[src/rtl/ram16k_arbiter.sv]
// Two-port arbiter in front of the single-port 16K x 16 data RAM, with a
// clear engine that sweeps every word to CLEAR_VALUE after reset or on command.

module ram16k_arb_port #(
  parameter int DATA_W = 16
) (
  input  logic              clk,
  input  logic              rst_n,
  input  logic              gnt,
  input  logic              we,
  input  logic [DATA_W-1:0] ram_out,
  output logic              ack,
  output logic [DATA_W-1:0] rdata
);
  // rdata only moves on a read grant, so it holds across later writes
  always_ff @(posedge clk or negedge rst_n) begin
    if (!rst_n) begin
      ack   <= 1'b0;
      rdata <= '0;
    end else begin
      ack <= gnt;
      if (gnt && !we) rdata <= ram_out;
    end
  end
endmodule

module ram16k_arbiter #(
  parameter int                ADDR_W         = 14,
  parameter int                DATA_W         = 16,
  parameter int                PRIORITY_MODE  = 0,
  parameter int                CLEAR_ON_RESET = 1,
  parameter logic [DATA_W-1:0] CLEAR_VALUE    = 16'h0000
) (
  input  logic              clk,
  input  logic              rst_n,
  input  logic              a_req,
  input  logic              a_we,
  input  logic [ADDR_W-1:0] a_addr,
  input  logic [DATA_W-1:0] a_wdata,
  output logic              a_gnt,
  output logic              a_ack,
  output logic [DATA_W-1:0] a_rdata,
  input  logic              b_req,
  input  logic              b_we,
  input  logic [ADDR_W-1:0] b_addr,
  input  logic [DATA_W-1:0] b_wdata,
  output logic              b_gnt,
  output logic              b_ack,
  output logic [DATA_W-1:0] b_rdata,
  input  logic              clear_start,
  output logic              busy,
  output logic [ADDR_W-1:0] ram_addr,
  output logic              ram_load,
  output logic [DATA_W-1:0] ram_in,
  input  logic [DATA_W-1:0] ram_out
);
  typedef enum logic {ST_CLEAR, ST_IDLE} state_t;

  localparam logic [ADDR_W-1:0] CNT_MAX = '1;
  localparam logic [ADDR_W-1:0] CNT_ONE = 1;

  // index 0 = port A, index 1 = port B
  logic [1:0]             req, we, gnt, ack;
  logic [1:0][ADDR_W-1:0] addr;
  logic [1:0][DATA_W-1:0] wdata, rdata;

  state_t            state_q, state_d;
  logic [ADDR_W-1:0] cnt_q, cnt_d;
  logic              last_b_q, last_b_d;

  assign req   = {b_req, a_req};
  assign we    = {b_we, a_we};
  assign addr  = {b_addr, a_addr};
  assign wdata = {b_wdata, a_wdata};

  always_comb begin
    state_d  = state_q;
    cnt_d    = cnt_q;
    last_b_d = last_b_q;
    gnt      = '0;
    busy     = 1'b0;
    ram_addr = '0;
    ram_load = 1'b0;
    ram_in   = '0;
    case (state_q)
      ST_CLEAR: begin
        busy     = 1'b1;
        ram_load = 1'b1;
        ram_addr = cnt_q;
        ram_in   = CLEAR_VALUE;
        cnt_d    = cnt_q + CNT_ONE;
        if (cnt_q == CNT_MAX) begin
          state_d = ST_IDLE;
          cnt_d   = '0;
        end
      end
      ST_IDLE: begin
        // on a tie, round-robin favours whichever port did not win last
        if (req == 2'b11)
          gnt = (PRIORITY_MODE != 0 || last_b_q) ? 2'b01 : 2'b10;
        else
          gnt = req;
        if (|gnt) begin
          ram_addr = addr[gnt[1]];
          ram_load = we[gnt[1]];
          ram_in   = wdata[gnt[1]];
          last_b_d = gnt[1];
        end
        if (clear_start) state_d = ST_CLEAR;
      end
    endcase
  end

  always_ff @(posedge clk or negedge rst_n) begin
    if (!rst_n) begin
      state_q  <= (CLEAR_ON_RESET != 0) ? ST_CLEAR : ST_IDLE;
      cnt_q    <= '0;
      last_b_q <= 1'b1;
    end else begin
      state_q  <= state_d;
      cnt_q    <= cnt_d;
      last_b_q <= last_b_d;
    end
  end

  ram16k_arb_port #(.DATA_W(DATA_W)) u_port [1:0] (
    .clk     (clk),
    .rst_n   (rst_n),
    .gnt     (gnt),
    .we      (we),
    .ram_out (ram_out),
    .ack     (ack),
    .rdata   (rdata)
  );

  assign a_gnt   = gnt[0];
  assign b_gnt   = gnt[1];
  assign a_ack   = ack[0];
  assign b_ack   = ack[1];
  assign a_rdata = rdata[0];
  assign b_rdata = rdata[1];
endmodule

[config.mk]
export PLATFORM = sky130hd
export DESIGN_NAME = ram16k_arbiter
export DESIGN_NICKNAME = d
export VERILOG_FILES = /design/src/rtl/ram16k_arbiter.sv
export SDC_FILE = /design/constraint.sdc
export NUM_CORES = 1
export LEC_CHECK = 0
export ABC_AREA = 1
export CORE_MARGIN = 4
export CORE_UTILIZATION = 36
export DETAILED_ROUTE_END_ITERATION = 16
export GPL_ROUTABILITY_DRIVEN = 0
export PLACE_DENSITY = 0.74
export SLEW_MARGIN = 25
export SYNTH_ARGS = -nofsm -noshare
export SYNTH_HDL_FRONTEND = slang
export SYNTH_SLANG_ARGS = --single-unit
export TNS_END_PERCENT = 30
[constraint.sdc]
create_clock -name clk -period 1.2 [get_ports clk]
set_input_delay 0.12 -clock clk [delete_from_list [all_inputs] [get_ports clk]]
set_output_delay 0.12 -clock clk [all_outputs]
set_load 0.05 [all_outputs]
==> results.py <==
metrics = {
    "global_routing": {
        "grt.total_usage_pct": 24.0,
        "grt_pass1_vias": 3683,
        "grt_pass1_wl_mm": 18.7,
        "grt_antenna_before_repair": 1,
        "grt_remaining_overflow": 0,
        "grt_max_degree": 19,
    },
    "clock_tree": {
        "cts_sinks": 50,
        "cts_made_buffers": 5,
        "cts_tree": "built",
        "path_clk_slew_ps": 100,
        "cts_buffer_depth": 2,
        "cts-root-buf": "clkbuf_8",
        "clock_latency_ps": 300,
        "h-tree-depth": 2,
    },
    "yosys": {
        "synth.distinct_cells": 33,
        "synth_nets": 470,
        "synthMuxAreaShare_pct": 0.347,
        "seq_area_frac_synth_pct": 43.4,
        "synth_top_family_by_area": "simple AND/OR/NAND/NOR gates",
        "synth_enable_flop_cells": 0,
        "synth-main-ff-cell": "dfrtp_1",
        "synthXorXnorAreaFrac_pct": 1.52,
        "synth-seq-cells": 50,
        "syn-cell-area_um2": 2890,
        "syn_inst": 386,
        "post_synth.cell_area_avg_um2": 7.48,
        "synth-compound-area-share_pct": 12.4,
        "ys_warn_count": 0,
        "synthSimpleGateAreaFrac_pct": 34.0,
        "synth_fa_ha_area_share_pct": 0.433,
        "postSynth.asyncResetShare_pct": 100,
    },
    "timing": {
        "final_max_slew_viol_count": 0,
        "finalCritPeriodShare_pct": 156,
        "finClkSkew_ps": 7.81,
        "finalCriticalPeriod_ps": 1870,
        "fin_setup_tns_ps": -31100,
        "setup_viol": 80,
        "fmax_ghz": 0.535,
        "rsz0062_at_grt": "yes",
        "setup_slack_ps": -669,
        "worstMarginPinSlew_ps": 295,
        "hold_viol_final": 0,
        "relSlewSlack_pct": 80.1,
    },
    "worst_hold_path": {
        "hp-class": "in2async",
    },
    "outcome": {
        "violations": "setup timing",
        "status": "complete, but fails checks",
    },
    "critical_path": {
        "cp_slowest_cell": "dfstp_2",
        "cp_max_fo": 5,
        "slowest_delay_ps": 570,
        "timing.rr.start": "last_b_q$_DFFE_PN1P_",
        "worst-setup-path-type": "reg2out",
        "end_kind": "primary output",
        "rr_endpoint": "u_port[0].rdata[9]$_DFFE_PN0P_",
        "cp.required_ps": 1080,
        "startpoint_type": "flip-flop",
        "crit_top_cell": "nand2_4",
        "cp.arrival_ps": 1750,
        "rrSetupSlack_ps": -470,
        "crit_chain": "nand2_4 -> buf_12 -> nand3_4 -> clkinvlp_4 -> o21ai_4 -> nand2_4 -> buf_6",
        "rr_worst_depth": 10,
    },
    "run": {
        "cap_violations": 0,
    },
    "place": {
        "place_hpwl_mm": 8.54,
        "io_buffers": 150,
        "place_area_um2": 5400,
        "pre_cts_ws_ps": -574,
    },
    "power_and_ir_drop": {
        "power.total_mw": 6.49,
        "seqPwrFrac_pct": 33.4,
        "internal-power_mw": 3.85,
        "p_per_area_nw_per_um2": 1100,
        "switching_power_mw": 2.64,
        "switching_share_pct": 40.7,
        "p_leak_nw": 2.74,
        "combPwrFrac_pct": 51.1,
        "ir_drop_mv": 1.55,
        "p_clk_share_pct": 15.4,
    },
    "floorplanning": {
        "die-height_um": 97.5,
        "core_area_um2": 7770,
        "die_width_um": 97.5,
        "io_pins": 151,
        "initial_utilization_pct": 37.2,
        "die_area_um2": 9520,
        "rows": 32,
    },
    "cells_and_area": {
        "fin_area_um2": 5930,
        "final_common_cell": "nand2_1",
        "layout_common_cells": "nand2_1, clkdlybuf4s50_1, nand3_1",
        "drive_above_1_share_pct": 38.7,
        "area_growth_pct": 105,
        "final_nets": 667,
        "n_antenna_cell": 0,
    },
    "routing": {
        "drt-initial-drc-count": 241,
        "routed_via_density": 5.22,
        "drc": 0,
        "drtAntennaViolNets": 0,
        "vias": 3584,
        "wire_per_inst_um": 17.3,
        "routed_wl_mm": 11.9,
        "firstDrtPassIters": 6,
    },
}
[critical path, delay by kind of cell (launching register included)]
| family | cells | cell delay (ps) |
|---|---|---|
| and+or+nand+nor | 3 | 220 |
| buffers and inverters | 3 | 470 |
| DFF | 1 | 570 |
| AOI/OAI and AO/OA | 1 | 190 |
[per-stage QoR]
stage,std cells,util [%],hold WS [ps]
floorplan,386,-,-176
CTS,680,74.4,196
detailed placement,669,69.5,-4.00
global placement,669,69.5,-4.14
global route,686,76.3,227
finish,686,76.3,221
[worst max path at each step]
stage,endpoint,depth (start not counted),slack [ps],from
final,ram_addr[3],7,-670,last_b_q$_DFFE_PN1P_
after global routing,ram_addr[7],7,-740,last_b_q$_DFFE_PN1P_
after CTS,b_gnt,7,-650,last_b_q$_DFFE_PN1P_
after detailed placement,ram_addr[3],9,-570,a_req
after global placement,ram_addr[7],9,-500,a_req
after floorplan,ram_addr[0],5,-360,last_b_q$_DFFE_PN1P_
[metal layers]
metal,vias to the layer above,share of wire [%],global-route usage (%)
li1,1659,-,-
met1,1701,38,28.0
met2,178,49,40.6
met5,-,0.11,0
met3,44,8.8,8.18
met4,2,4.2,9.27
[what timing repair did]
action,in CTS,in global routing
gates resized for setup,69,30
hold endpoints to repair,38,0
buffers inserted,3,7
hold buffers,1,0
endpoints found under the setup margin,82,83
pin swaps,10,10
[cell families after synthesis]
group | after synthesis
buffers and inverters | 42
and+or+nand+nor | 223
adders and majority gates | 1
AOI/OAI and AO/OA | 64
xor gates and xnor gates | 5
DFF | 50
muxes | 1
[cell usage after synthesis (4+ instances only)]
| cell | number | area share (%) |
|---|---|---|
| nand2_1 | 135 | 18 |
| nand3_1 | 55 | 9.5 |
| dfrtp_1 | 49 | 42 |
| o21ai_0 | 27 | 4.7 |
| a21oi_1 | 25 | 4.3 |
| inv_1 | 19 | 2.5 |
| nor2_1 | 14 | 1.8 |
| buf_2 | 9 | 1.6 |
| nand4_1 | 8 | 1.7 |
| a21o_1 | 7 | 1.8 |
| buf_4 | 5 | 1.3 |
| xor2_1 | 4 | 1.2 |
[state kept, by name, indices dropped and copies added, names as in the netlist]
| name | count |
|---|---|
| cnt_q | 14 |
| last_b_q | 1 |
| state_q | 1 |
| u_port.ack | 2 |
| u_port.rdata | 32 |
[final cells by class]
type | instances | area [µm²]
clock buffers | 5 | 68.8
well taps | 102 | 128
inverters | 21 | 87.6
multi-input cells | 294 | 1840
repair buffers | 211 | 2530
fillers | 538 | 1840
flip-flops and latches | 50 | 1260
clock inverters | 3 | 18.8
[power by group through the flow]
stage               clock network [mW]  logic, mW  registers [mW]
finish                            1.00       3.32            2.17
detailed placement                   0       2.96            2.15
global placement                     0       2.92            2.15
CTS                               1.02       3.22            2.15
global route                      1.12       3.50            2.20
floorplan                            0       1.18            2.45
(Power assumes the default switching activity.)
==> RTL edit: new RTL, same settings <==
Set the parameter `ADDR_W` to 15 (it was 14).
--- a/src/rtl/ram16k_arbiter.sv
+++ b/src/rtl/ram16k_arbiter.sv
@@ -25,7 +25,7 @@
 endmodule
 
 module ram16k_arbiter #(
-  parameter int                ADDR_W         = 14,
+  parameter int                ADDR_W         = 15,
   parameter int                DATA_W         = 16,
   parameter int                PRIORITY_MODE  = 0,
   parameter int                CLEAR_ON_RESET = 1,
Ports: changed (resized a_addr, b_addr and ram_addr); port bits go from 151 to 154. The function was not compared with the original's and may differ.
==> RTL edit against the original RTL <==
The run still ends with negative setup slack left; final area increased by 3.1%; sequential cell count is 1 higher; wire length down 2.0%; die area is 2.1% higher; maximum frequency is 2.6% higher; power increased by 0.17%; area after synthesis increased by 2.3%; worst setup slack better by 0.046 ns.
==> RTL edit: results (changes against the original RTL) <==
| Metric | Value |
|---|---|
| Sw power | `2630 uW (-0.57%)` |
| Worst endpoint data arrival time | `1.70 ns (-0.05 ns)` |
| Fraction of the core area covered by cells at the end of the flow | `77.9% (+1.6 points)` |
| Top layer used by detailed routing | `met4` |
| Nets in the synthesized netlist | `504 (+7.2%)` |
| Power Combinational | `3240 uW (-2%)` |
| #FFs+latches synth | `51 (+2.0%)` |
| Post-CTS Setup Bufs | `4 (+1)` |
| Initial drt markers | `112 (-54%)` |
| Peak VDD IR | `1.27 mV (-18%)` |
| Wire length the detailed router placed on met1 | `4.59 mm (+3.1%)` |
| Average instance area after synthesis | `7.06 um^2 (-5.6%)` |
| Largest net degree at the start of global routing | `52 (+33)` |
| Non-filler instance count after layout | `722 (+5.2%)` |
| PostCTS Resize Cnt | `67 (-2.9%)` |
| Hpwl dp | `9.00 mm (+5.4%)` |
| Share of final-layout standard cells stronger than drive strength 1 | `34.7% (-4.0 points)` |
| Setup total negative slack | `-28.28 ns (+2.82 ns)` |
| Worst clock skew | `0.00847 ns (+0.000668 ns)` |
| Proportion of power drawn by combinational gates | `49.8% (-1.3 points)` |
| Max FFs per register | `32 (unchanged)` |
| Layout non-clock buf frac | `42.7% (about the same)` |
| Total Routed Length | `11.6 mm (-2.0%)` |
| Bufs w/o clock | `217 (+2.8%)` |
| Outcome | `complete, but fails checks` |
| 1st-pass router iterations | `4 (-2)` |
| Grt met1 use | `28.7% (+0.70 points)` |
| Inst Count DP | `707 (+5.7%)` |
| Die X | `98.5 um (+1.0%)` |
| Inverter count of the layout excluding clock inverters | `30 (+43%)` |
| Gr usage total | `23.3% (-0.76 points)` |
| Met3 wire length | `791 um (-24%)` |
| Leakage power of the design | `0.00287 uW (+4.8%)` |
| Met3 demand-to-capacity share in global routing | `3.75% (-4.4 points)` |
| Maximum cell stage delay along the critical path | `0.57 ns (about the same)` |
| Maximum net fanout on the critical path | `6 (+1)` |
| GR Util met2 | `42.4% (+1.7 points)` |
| Vias in the first global route | `3863 (+4.9%)` |
| Share of the final layout cell area in multi-input gates | `30.8% (-0.22 points)` |
| Post-detailed-placement cell area | `5630 um^2 (+4.2%)` |
| Critical path's top delay family | `flip-flops` |
| Violations in the final reports | `negative setup slack` |
| Count of filler cells inserted in the layout | `506 (-5.9%)` |
| Fraction of standard cell area that is sequential | `20.9% (-0.27 points)` |
| Port Buf Inserts | `153 (+2.0%)` |
| Antenna violations before repair | `0 (-1)` |
| Routed met2 length | `5.96 mm (+2.0%)` |
| Setup Viol. Count Final | `82 (+2.5%)` |
| Final worst-path setup slack | `-0.622 ns (+0.0465 ns)` |
| Setup WS pre-CTS | `-0.567 ns (+0.00748 ns)` |
| Most frequent cells after synthesis | `nand2_1 (157), nand3_1 (57), dfrtp_1 (50), o21ai_0 (31), inv_1 (29)` |
RTL edit: changes by cell type in the layout (fill, tap and decap cells not counted), moves of 7 or more:
cell     delta
inv_1      +11
nand2_1    +23
nor2_1     +10
o21ai_0    -14
o21ai_1    +14
o21ai_4     +7
RTL edit: cell families after synthesis:
logic type / synth area share (%)
flops: 43.3
fa+ha+maj: 0.424
xor+xnor: 1.19
simple gates: 36.4
buf+inv: 8.39
compound gates: 10.3
RTL edit: worst paths after layout:
| check | start | endpoint | slack [ns] | cells after the start |
|---|---|---|---|---|
| min in group clk | clear_start | state_q | 0.33 | 2 |
| worst min register to register | cnt_q[14] | cnt_q[14] | 0.52 | 2 |
| worst max register to register | state_q | u_port[1].rdata[12] | -0.34 | 7 |
| worst max-delay path | last_b_q | ram_addr[8] | -0.62 | 7 |
| worst min-delay path | rst_n | u_port[0].rdata[10] | 0.31 | 3 |
| max in group asynchronous | rst_n | last_b_q | 0.60 | 3 |
